`config.mk`:
```
export PLATFORM = sky130hd
export DESIGN_NAME = lcd_msg_arbiter
export DESIGN_NICKNAME = d
export VERILOG_FILES = /design/src/rtl/lcd_ctrl_pkg.sv /design/src/rtl/lcd_req_prio_enc.sv /design/src/rtl/lcd_msg_arbiter.sv
export SDC_FILE = /design/constraint.sdc
export NUM_CORES = 1
export LEC_CHECK = 0
export CAP_MARGIN = 20
export CORE_AREA = 5 5 416 418
export DETAILED_ROUTE_END_ITERATION = 8
export DIE_AREA = 0 0 421 423
export GPL_ROUTABILITY_DRIVEN = 0
export PLACE_DENSITY = 0.4
export SYNTH_ARGS = -nofsm -noshare
export SYNTH_HDL_FRONTEND = slang
export SYNTH_SLANG_ARGS = --single-unit
```
`constraint.sdc`:
```
create_clock -name clk -period 21.5 [get_ports clk]
set_clock_uncertainty 0.15 [all_clocks]
set_input_delay 4.3 -clock clk [delete_from_list [all_inputs] [get_ports clk]]
set_output_delay 4.3 -clock clk [all_outputs]
set_load 0.01 [all_outputs]
```
`src/rtl/lcd_ctrl_pkg.sv`:
```
// Shared types and constants for the text LCD message arbiter.
// The line and message widths describe the 2x16 character display.
package lcd_ctrl_pkg;

  typedef enum logic [2:0] {
    IDLE,
    LATCH,
    MIN_SHOW,
    SHOW,
    RELEASE
  } arb_state_t;

  localparam int LCD_COLS = 16;
  localparam int LINE_W = 128;
  localparam int MSG_W = 256;
  localparam int CURSOR_W = 7;
  localparam logic [7:0] SPACE_CHAR = 8'h20;

  function automatic logic [LINE_W-1:0] blank_line();
    return {LCD_COLS{SPACE_CHAR}};
  endfunction

  // A counter that has to hold max_val needs at least one bit even when max_val is 0
  function automatic int cnt_width(input int max_val);
    return (max_val > 0) ? $clog2(max_val + 1) : 1;
  endfunction

endpackage

```
`src/rtl/lcd_req_prio_enc.sv`:
```
// Fixed-priority encoder for the arbiter's request vector.
// The highest set index wins; any_valid flags that at least one bit is set.
module lcd_req_prio_enc #(
  parameter int NUM_REQ = 3,
  parameter int IDX_W = (NUM_REQ > 1) ? $clog2(NUM_REQ) : 1
) (
  input  logic [NUM_REQ-1:0] req,
  output logic [IDX_W-1:0]   grant,
  output logic               any_valid
);

  always_comb begin
    grant = '0;
    any_valid = 1'b0;
    for (int i = 0; i < NUM_REQ; i++) begin
      if (req[i]) begin
        grant = IDX_W'(i);
        any_valid = 1'b1;
      end
    end
  end

endmodule

```
`src/rtl/lcd_msg_arbiter.sv`:
```
// Shares the 2x16 LCD among prioritised requesters, latching the winning message,
// holding it for a minimum time and expiring transient pop-ups.
module lcd_msg_arbiter
  import lcd_ctrl_pkg::*;
#(
  parameter int NUM_REQ = 3,
  parameter int MIN_SHOW_TICKS = 50,
  parameter int HOLD_TICKS = 300
) (
  input  logic                        clk,
  input  logic                        rst,
  input  logic                        tick,
  input  logic [NUM_REQ-1:0]          req_valid,
  input  logic [NUM_REQ-1:0]          req_transient,
  input  logic [NUM_REQ*MSG_W-1:0]    req_text,
  input  logic [NUM_REQ*CURSOR_W-1:0] req_cursor,
  output logic [NUM_REQ-1:0]          req_ack,
  output logic [LINE_W-1:0]           line1_text,
  output logic [LINE_W-1:0]           line2_text,
  output logic [CURSOR_W-1:0]         ddram_address,
  output logic                        refresh,
  output logic [$clog2(NUM_REQ)-1:0]  owner,
  output logic                        busy
);

  localparam int IDX_W = $clog2(NUM_REQ);
  localparam int MIN_W = cnt_width(MIN_SHOW_TICKS);
  localparam int HOLD_W = cnt_width(HOLD_TICKS);
  localparam logic [MIN_W-1:0] MIN_LOAD = MIN_W'(MIN_SHOW_TICKS);
  localparam logic [HOLD_W-1:0] HOLD_LOAD = HOLD_W'(HOLD_TICKS);

  arb_state_t state, state_nxt;
  logic [IDX_W-1:0] grant;
  logic any_valid;
  logic [MIN_W-1:0] min_cnt;
  logic [HOLD_W-1:0] hold_cnt;
  logic trans;
  logic [MSG_W-1:0] slot_text [NUM_REQ];
  logic [CURSOR_W-1:0] slot_cursor [NUM_REQ];
  logic content_diff;
  logic preempt;
  logic load;
  logic count_tick;

  for (genvar i = 0; i < NUM_REQ; i++) begin : g_slot
    assign slot_text[i] = req_text[i*MSG_W +: MSG_W];
    assign slot_cursor[i] = req_cursor[i*CURSOR_W +: CURSOR_W];
  end

  lcd_req_prio_enc #(
    .NUM_REQ(NUM_REQ),
    .IDX_W(IDX_W)
  ) u_prio_enc (
    .req(req_valid),
    .grant(grant),
    .any_valid(any_valid)
  );

  assign content_diff = (slot_text[owner] != {line1_text, line2_text}) ||
                        (slot_cursor[owner] != ddram_address);
  assign preempt = any_valid && (grant > owner);
  // A request that vanished between IDLE and LATCH falls back to IDLE without loading
  assign load = (state == LATCH) && any_valid;
  assign count_tick = tick && ((state == MIN_SHOW) || ((state == SHOW) && (state_nxt == SHOW)));

  always_ff @(posedge clk or posedge rst) begin
    if (rst) state <= IDLE;
    else     state <= state_nxt;
  end

  always_comb begin
    state_nxt = state;
    case (state)
      IDLE:     if (any_valid) state_nxt = LATCH;
      LATCH:    state_nxt = any_valid ? MIN_SHOW : IDLE;
      MIN_SHOW: if (min_cnt == '0) state_nxt = SHOW;
      SHOW: begin
        if (preempt) state_nxt = LATCH;
        else if (trans) begin
          if (hold_cnt == '0) state_nxt = RELEASE;
        end
        else if (!req_valid[owner]) state_nxt = RELEASE;
        else if (content_diff) state_nxt = LATCH;
      end
      RELEASE:  state_nxt = any_valid ? LATCH : IDLE;
      default:  state_nxt = IDLE;
    endcase
  end

  always_comb begin
    req_ack = '0;
    refresh = load;
    busy = (state == MIN_SHOW) || ((state == SHOW) && trans);
    if (load) req_ack[grant] = 1'b1;
  end

  // Displayed content and timers; both counters saturate at zero
  always_ff @(posedge clk or posedge rst) begin
    if (rst) begin
      line1_text <= blank_line();
      line2_text <= blank_line();
      ddram_address <= '0;
      owner <= '0;
      trans <= 1'b0;
      min_cnt <= '0;
      hold_cnt <= '0;
    end
    else if (load) begin
      line1_text <= slot_text[grant][MSG_W-1:LINE_W];
      line2_text <= slot_text[grant][LINE_W-1:0];
      ddram_address <= slot_cursor[grant];
      owner <= grant;
      trans <= req_transient[grant];
      min_cnt <= MIN_LOAD;
      hold_cnt <= req_transient[grant] ? HOLD_LOAD : '0;
    end
    else if (count_tick) begin
      if (min_cnt != '0) min_cnt <= min_cnt - MIN_W'(1);
      if (trans && (hold_cnt != '0)) hold_cnt <= hold_cnt - HOLD_W'(1);
    end
  end

endmodule

```
==> Word-level counts from Yosys, hierarchy flattened <==
Cells that the tools add are included.
{ "word_totals": {"output_inout_bits": 270, "register_bits": 284, "inputBits": 798} }
{ "classes": {"n_reduce_logical": 20, "n_eq_ne": 7, "n_lt_le_gt_ge": 6, "bitwise": 2, "mux": 41, "add_sub_neg": 2} }
{ "ops": {"columns": ["cell", "n"], "rows": [
  ["256-bit binary-select mux with 2-bit select", 2],
  ["256-bit two-way mux", 4],
  ["256-bit != test", 1],
  ["9-bit two-way mux", 4],
  ["7-bit binary-select mux with 2-bit select", 2],
  ["7-bit two-way mux", 4],
  ["3-bit two-way mux", 8],
  ["6-bit two-way mux", 3],
  ["3-bit one-hot mux with 5 select lines", 1],
  ["3-bit by 2-bit == test with 1-bit output (second input constant)", 3],
  ["9-bit zero test", 1],
  ["9-bit nonzero test", 1],
  ["9-bit by 1-bit subtractor with 9-bit output (second input constant)", 1],
  ["1-bit two-way mux", 8],
  ["1-bit logical AND", 7],
  ["7-bit != test", 1],
  ["3-bit >= comparator (second input constant)", 2],
  ["6-bit zero test", 1],
  ["2-bit by 3-bit < comparator with 1-bit output (second input constant)", 2],
  ["2-bit NOT with 3-bit output", 2],
  ["2-bit nonzero test", 3],
  ["6-bit nonzero test", 1],
  ["6-bit by 1-bit subtractor with 6-bit output (second input constant)", 1],
  ["1-bit binary-select mux with 2-bit select", 2],
  ["9 further kinds", 13]
]} }

==> Logic depth before layout (Yosys ltp) <==
Gate-level depths: netlist of run 1.
{ "logic_depth": {"ltp_word": 17, "ltp_mapped": 18} }

==> Modules after synthesis <==
A second synthesis of run 1 with hierarchy kept.
{ "hier_totals": {"cells_unflattened": 2967, "area_unflattened_um2": 26223.9} }
{ "modules_own_cells": {"columns": ["module", "cells_per_inst", "area_each_um2", "seq_area_each_um2", "instances"], "rows": [
  ["lcd_msg_arbiter", 2964, 26203.9, 7146.9, 1],
  ["lcd_req_prio_enc", 3, 20.0, 0.0, 1]
]} }

==> Least setup slack after synthesis of run 1 <==
Ideal clock, no wire load.
{ "synth_path": {"kind": "input to output", "start": "input port req_valid[1]", "end": "output port refresh", "arrival_ps": 5916, "stages": 8, "required_time_ps": 17050, "slack_ps": 11134, "cell_sequence": "clkbuf_1 > nor3_1 > or2_2 > clkbuf_1 > clkbuf_1 > inv_1 > clkbuf_1 > buf_1"} }
{ "synth_between": {"elab_chain_len": 3} }
{ "synth_lines": {"columns": ["element", "line_no", "rtl"], "rows": [
  ["start: declaration", "lcd_msg_arbiter.sv:13", "input logic [NUM_REQ-1:0] req_valid,"],
  ["1-bit two-way mux (2 in a row)", "lcd_req_prio_enc.sv:16", "if (req[i]) begin"],
  ["1-bit logical AND", "lcd_msg_arbiter.sv:63", "assign load = (state == LATCH) && any_valid;"],
  ["end: declaration", "lcd_msg_arbiter.sv:21", "output logic refresh,"]
]} }
No other way between the ends.

==> Worst setup path after layout of run 1 <==
Same ends and word-level chain as after synthesis.

==> load_flow_metrics.sql, run 1 <==
INSERT INTO impl_metrics (metric_group, metric, value, unit) VALUES
('outcome', 'run_status', 'finished clean', ''),
('flow_run', 'max_cap_violations', '0', ''),
('pwr', 'ir_drop', '0.0000717', 'V'),
('sta', 'slew_viol_final', '0', ''),
('place', 'place_ws', '10.44', 'ns'),
('pwr', 'pwr_density_cell', '121', 'nW/um2'),
('sta', 'setup_violators_final', '0', ''),
('sta', 'final.hold.worst_slack', '0.319', 'ns'),
('logic_synthesis', 'syn-num-nets', '4272', ''),
('die', 'die_w', '421', 'um'),
('layout', 'areaGrowthSynthToFinish', '50.7', '%'),
('grt', 'grt_use_total', '0.176', ''),
('sta', 'relative_slew_margins', '0.287', ''),
('cts', 'clock_sinks', '284', ''),
('route', 'via_count', '29800', ''),
('cts', 'cts_post_setup_buffers_inserted', '0', ''),
('layout', 'design.final.nets', '5141', ''),
('logic_synthesis', 'synth-edff-count', '0', ''),
('logic_synthesis', 'postSynthAreaPerCell', '8.04', 'um2'),
('logic_synthesis', 'yosysWarnings', '0', ''),
('cts', 'clk_pin_slew_worst_paths', '0.05', 'ns'),
('logic_synthesis', 'synth-main-ff-cell', 'sky130_fd_sc_hd__dfrtp_1', ''),
('layout', 'share_of_final_layout_standard_cells_stronger_than_drive_strength_1', '0.0475', ''),
('sta', 'finalHoldViolations', '0', ''),
('logic_synthesis', 'postSynthRegisterBits', '284', ''),
('pwr', 'total_leakage_power', '16.0', 'nW'),
('route', 'finalWirelength', '166000', 'um'),
('layout', 'layoutNonFillerInstCount', '6615', ''),
('die', 'floorplan.initialDensity', '0.165', ''),
('place', 'detailed_place_hpwl', '129000', 'um'),
('sta', 'max_freq', '0.0902', 'GHz'),
('worst_setup_path', 'criticalPathCategory', 'input pin to primary output', ''),
('cts', 'maximum_root_to_sink_buffer_count', '3', ''),
('worst_setup_path', 'worst-endpoint-required', '17.05', 'ns'),
('route', 'via_per_inst', '4.51', ''),
('worst_setup_path', 'endpoint_kind', 'primary output', ''),
('worst_setup_path', 'setup.worst_path.start', 'req_valid[1]', ''),
('grt', 'grt_first_pass_wirelength', '230000', 'um'),
('route', 'drt-initial-drc-count', '1596', ''),
('cts', 'clock_buffers_created_by_tritoncts', '47', ''),
('place', 'place_inst', '6505', ''),
('logic_synthesis', 'post_synth_main_area_contributors', 'sky130_fd_sc_hd__dfrtp_1, sky130_fd_sc_hd__mux2i_1, sky130_fd_sc_hd__o21ai_0, sky130_fd_sc_hd__a21oi_1, sky130_fd_sc_hd__nand2b_1', ''),
('die', 'die_y', '423', 'um'),
('die', 'fp.dieArea', '178000', 'um2'),
('sta', 'rsz_0062_raised_after_global_routing', 'no', ''),
('logic_synthesis', 'synthesis.area', '27900', 'um2'),
('grt', 'number_of_antenna_violations_at_the_first_check_in_global_routing', '35', ''),
('logic_synthesis', 'synth.largest_area_cell', 'sky130_fd_sc_hd__dfrtp_1', ''),
('sta', 'final_min_period_over_clock_period', '0.515', ''),
('route', 'postRouteAntennaNets', '0', ''),
('route', 'detail_route.first_pass.iterations', '7', ''),
('cts', 'root_buffer', 'sky130_fd_sc_hd__clkbuf_16', ''),
('logic_synthesis', 'synthDominantCellAreaShare', '0.226', ''),
('die', 'cell_rows', '151', ''),
('logic_synthesis', 'synth.distinct_cells', '62', ''),
('logic_synthesis', 'postSynthCellCount', '3469', ''),
('cts', 'cts_resized', '0', ''),
('place', 'numPortBuffers', '1067', ''),
('sta', 'fin_ws', '10.42', 'ns'),
('worst_setup_path', 'worst_reg2reg_path_depth', '14', ''),
('worst_setup_path', 'critical_path.max_fanout', '63', ''),
('cts', 'cts_hold_buffers', '0', ''),
('logic_synthesis', 'synth_async_sr_flop_share', '1.00', ''),
('min_path', 'hold_depth', '1', ''),
('route', 'route.detailed.wl_per_inst', '25.1', 'um'),
('min_path', 'worstHoldPathType', 'flip-flop to flip-flop', ''),
('die', 'top_level_ports', '1068', ''),
('sta', 'worst-slew-pin-transition', '1.07', 'ns'),
('sta', 'tmin_final', '11.08', 'ns'),
('grt', 'via_count_of_the_first_global_routing_pass', '29100', ''),
('sta', 'fin_tns_setup', '0', 'ns'),
('logic_synthesis', 'sequential_share_of_the_synthesized_area', '0.256', ''),
('min_path', 'timing.hold.worst.start', 'min_cnt[5]', ''),
('worst_setup_path', 'cp_data_arrival_time', '6.63', 'ns'),
('route', 'drt_drc_violations_left', '0', ''),
('cts', 'htree_num_levels', '2', ''),
('grt', 'global_route.overflow_total', '0', ''),
('grt', 'largest_net_degree_at_the_start_of_global_routing', '186', ''),
('die', 'core_region_area', '169000', 'um2'),
('cts', 'tritoncts', 'done', ''),
('cts', 'worstSkewPairLatency', '0.62', 'ns'),
('worst_setup_path', 'start_kind', 'input pin', ''),
('worst_setup_path', 'worst_r2r_src', 'owner[1]', '');
[cell usage in the layout (no fill, tap or decap), drive strengths merged, types with 4 or more instances in the layout]
cell type / n
nand2b: 184
nor2b: 173
a221oi: 22
a221o: 35
clkinv: 4
dfrtp: 252
nand3b: 23
nand4: 39
nor3: 46
diode: 20
clkbuf: 83
clkdlybuf4s50: 1065
nand3: 18
nand4b: 65
mux2: 60
o2bb2ai: 102
mux2i: 475
o21ai: 311
buf: 49
and2: 5
inv: 26
xnor2: 127
nor4: 16
o221ai: 66
o211ai: 4
ha: 5
o22ai: 57
or3: 17
xor2: 5
and4b: 50
a22oi: 12
dfstp: 32
nor3b: 65
or4: 11
a21oi: 271
nand2: 292
nor2: 283
[synthesized netlist by cell type (56+ instances only)]
master                      count
sky130_fd_sc_hd__mux2i_1      475
sky130_fd_sc_hd__o21ai_0      311
sky130_fd_sc_hd__nand2_1      292
sky130_fd_sc_hd__nor2_1       283
sky130_fd_sc_hd__a21oi_1      271
sky130_fd_sc_hd__dfrtp_1      252
sky130_fd_sc_hd__nand2b_1     184
sky130_fd_sc_hd__clkbuf_1     177
sky130_fd_sc_hd__nor2b_1      173
sky130_fd_sc_hd__xnor2_1      127
sky130_fd_sc_hd__o2bb2ai_1    102
sky130_fd_sc_hd__o221ai_1      66
sky130_fd_sc_hd__nand4b_1      65
sky130_fd_sc_hd__nor3b_1       65
sky130_fd_sc_hd__o22ai_1       57
sky130_fd_sc_hd__buf_2         56
[cells by family (layout without fill, tap and decap cells)]
family / after synthesis / count (layout) / share of synthesized area
AND/OR/NAND/NOR: 1292 / 1292 / 0.253
AO/OA/AOI/OAI: 901 / 901 / 0.201
multiplexers: 535 / 535 / 0.196
buffers and inverters: 320 / 1228 / 0.0500
flip-flops: 284 / 284 / 0.256
XOR/XNOR: 132 / 132 / 0.0415
adder cells (fa/ha/maj): 5 / 5 / 0.00224
other: 0 / 20 / 0
[power breakdown]
part	total, mW	switching (mW)	internal, mW	leakage [nW]
sequential	1.17	0.353	0.814	3.47
clock	0.769	0.331	0.438	0.697
combinational	3.15	1.72	1.43	11.8
total	5.09	2.40	2.68	16.0
[sequential cells by signal, summed over array words and instances, names as in the netlist]
register	count
hold_cnt	9
state	3
owner	2
trans	1
ddram_address	7
line1_text	128
min_cnt	6
line2_text	128
[final timing paths]
kind	endpoint	slack, ns
max	refresh	10.42
min	min_cnt[5]	0.32
max reg2reg	min_cnt[0]	13.41
min reg2reg	min_cnt[5]	0.32
max in group asynchronous	line2_text[89]	14.98
min in group asynchronous	line2_text[97]	4.06
[metal layers]
layer,up-vias,part of all wire,track usage
met3,147,0.048,0.0356
li1,14500,-,-
met4,10,0.027,0.0492
met1,14500,0.39,0.199
met2,725,0.53,0.334
met5,-,0.00044,0
[through the flow]
step | power, mW | area, um2 | utilization
floorplan | 2.89 | 27900 | -
global placement | 4.36 | 40500 | 0.240
detailed placement | 4.38 | 40500 | 0.240
CTS | 5.20 | 41900 | 0.249
global route | 5.46 | 42000 | 0.249
finish | 5.09 | 42000 | 0.249
[worst max-delay path, stage by stage]
cell,delay (ns)
sky130_fd_sc_hd__buf_8,0.53
sky130_fd_sc_hd__nor3_1,0.19
sky130_fd_sc_hd__or2_4,0.47
sky130_fd_sc_hd__inv_1,0.13
sky130_fd_sc_hd__buf_4,0.29
sky130_fd_sc_hd__clkdlybuf4s50_1,0.60
[final cells by class]
class | count | area, um2
well taps | 2218 | 2780
fillers | 18400 | 127000
diodes | 20 | 50.0
multi-input cells | 2865 | 19400
clock inverters | 6 | 47.5
repair buffers | 1115 | 11100
flip-flops and latches | 284 | 7150
clock buffers | 82 | 1400
inverters | 25 | 101
No activity file was read; power rests on OpenSTA's default activity.
==> inputs of run 2 (changes only) <==
Settings changed: PLACE_DENSITY 0.4 to 0.42.
Clock period 21.5 ns to 9.4 ns, I/O delays scaled along.
==> load_flow_metrics.sql, run 2 (synthesized netlist as in run 1, its figures left out) <==
INSERT INTO impl_metrics (metric_group, metric, value, unit) VALUES
('layout', 'layout_commonest_cell', 'sky130_fd_sc_hd__clkdlybuf4s50_1', ''),
('route', 'drt_drc_violations_left', '0', ''),
('worst_setup_path', 'endpoint_kind', 'primary output', ''),
('worst_setup_path', 'worst-endpoint-required', '7.37', 'ns'),
('sta', 'worst-slew-pin-transition', '1.04', 'ns'),
('layout', 'fillCellCount', '18300', ''),
('grt', 'globalRouteMet1Util', '0.208', ''),
('pwr', 'pwr_density_cell', '277', 'nW/um2'),
('place', 'place_inst', '6496', ''),
('sta', 'setup_violators_final', '0', ''),
('worst_setup_path', 'rrSetupSlack', '3.67', 'ns'),
('die', 'cell_rows', '151', ''),
('grt', 'via_count_of_the_first_global_routing_pass', '29600', ''),
('cts', 'worstSkewPairLatency', '0.62', 'ns'),
('route', 'detail_route.first_pass.iterations', '5', ''),
('die', 'top_level_ports', '1068', ''),
('cts', 'clk_pin_slew_worst_paths', '0.05', 'ns'),
('layout', 'share_of_final_layout_standard_cells_stronger_than_drive_strength_1', '0.0449', ''),
('sta', 'rsz_0062_raised_after_global_routing', 'no', ''),
('route', 'via_per_inst', '4.52', ''),
('layout', 'leading_cell_types_in_the_layout_fill_and_taps_excluded', 'sky130_fd_sc_hd__clkdlybuf4s50_1, sky130_fd_sc_hd__mux2i_1, sky130_fd_sc_hd__o21ai_0, sky130_fd_sc_hd__nand2_1, sky130_fd_sc_hd__nor2_1', ''),
('layout', 'design.final.nets', '5131', ''),
('grt', 'grt_first_pass_wirelength', '233000', 'um'),
('die', 'floorplan.initialDensity', '0.165', ''),
('sta', 'tmin_final', '6.85', 'ns'),
('layout', 'final_core_utilization', '0.249', ''),
('grt', 'global_route.usage.met3', '0.0361', ''),
('sta', 'fin_tns_setup', '0', 'ns'),
('min_path', 'worstHoldPathType', 'flip-flop to flip-flop', ''),
('grt', 'number_of_antenna_violations_at_the_first_check_in_global_routing', '42', ''),
('cts', 'maximum_root_to_sink_buffer_count', '3', ''),
('layout', 'sequential_cell_area', '7150', 'um2'),
('cts', 'clock_sinks', '284', ''),
('die', 'die_y', '423', 'um'),
('die', 'fp.dieArea', '178000', 'um2'),
('cts', 'cts_resized', '0', ''),
('place', 'numPortBuffers', '1067', ''),
('cts', 'clock_buffers_created_by_tritoncts', '47', ''),
('layout', 'multi_input_area', '19400', 'um2'),
('sta', 'slew_viol_final', '0', ''),
('layout', 'top_regs', 'line1_text: 128 flops, line2_text: 128 flops, hold_cnt: 9 flops', ''),
('outcome', 'run_status', 'finished clean', ''),
('route', 'route.detailed.wl_per_inst', '25.3', 'um'),
('pwr', 'power', '11.6', 'mW'),
('route', 'postRouteAntennaNets', '0', ''),
('cts', 'htree_num_levels', '2', ''),
('route', 'finalWirelength', '167000', 'um'),
('sta', 'final_min_period_over_clock_period', '0.729', ''),
('place', 'detailed_place_hpwl', '130000', 'um'),
('die', 'core_region_area', '169000', 'um2'),
('cts', 'root_buffer', 'sky130_fd_sc_hd__clkbuf_16', ''),
('grt', 'busiest_layer', 'met2', ''),
('worst_setup_path', 'critical_path.max_fanout', '69', ''),
('cts', 'cts_post_setup_buffers_inserted', '0', ''),
('grt', 'global_route.overflow_total', '0', ''),
('worst_setup_path', 'criticalPathCategory', 'input pin to primary output', ''),
('cts', 'tritoncts', 'done', ''),
('flow_run', 'max_cap_violations', '0', ''),
('grt', 'largest_net_degree_at_the_start_of_global_routing', '198', ''),
('cts', 'cts_hold_buffers', '0', ''),
('grt', 'grt.met2_usage', '0.326', ''),
('sta', 'finalHoldViolations', '0', ''),
('pwr', 'ir_drop', '0.000209', 'V'),
('layout', 'layoutNonFillerInstCount', '6613', ''),
('route', 'via_count', '29900', ''),
('grt', 'grt_use_total', '0.178', ''),
('worst_setup_path', 'cp_data_arrival_time', '4.82', 'ns'),
('pwr', 'total_leakage_power', '15.9', 'nW'),
('sta', 'relative_slew_margins', '0.304', ''),
('layout', 'areaGrowthSynthToFinish', '50.7', '%'),
('die', 'die_w', '421', 'um'),
('worst_setup_path', 'start_kind', 'input pin', ''),
('sta', 'max_freq', '0.146', 'GHz'),
('route', 'drt-initial-drc-count', '1602', '');
==> run 2: where the power goes <==
| part | switching [mW] | internal [mW] |
|---|---|---|
| combinational | 3.96 | 3.27 |
| clock | 0.747 | 0.994 |
| sequential | 0.815 | 1.86 |
==> run 2: path summary, 6_finish.rpt <==
path	startpoint	end	cells past startpoint
setup / recovery	req_valid[0]	req_ack[2]	6
hold / removal	min_cnt[5]	min_cnt[5]	1
setup reg to reg	owner[1]	min_cnt[0]	11
hold reg to reg	min_cnt[5]	min_cnt[5]	1
max in group asynchronous	rst	owner[0]	4
min in group asynchronous	rst	line1_text[64]	2
==> run 2: layout make-up <==
type,instances,area share
diodes,28,0.00167
well taps,2218,0.0660
flip-flops and latches,284,0.170
multi-input cells,2865,0.461
repair buffers,1105,0.265
clock inverters,5,0.000923
clock buffers,83,0.0331
inverters,25,0.00232
==> run 2: stage by stage <==
step	worst slack [ns]	hold slack, ns	area (um2)
global placement	2.51	0.309	40500
floorplan	3.63	0.287	27900
finish	2.55	0.319	42000
detailed placement	2.47	0.312	40500
global route	2.23	0.344	42000
CTS	2.46	0.319	41900
==> run 2: layer usage <==
layer  routed length [um]  share of wire
met1                67600           0.40
met2                86700           0.52
met3                 8330          0.050
met4                 4640          0.028
met5                   57        0.00034
==> run 2: worst max-delay path: stages <==
cell and delay [ns]:
sky130_fd_sc_hd__clkdlybuf4s50_1 0.43, sky130_fd_sc_hd__nor3_1 0.33, sky130_fd_sc_hd__or2_4 0.71, sky130_fd_sc_hd__inv_1 0.62
sky130_fd_sc_hd__and2_1 0.36, sky130_fd_sc_hd__clkdlybuf4s50_1 0.48
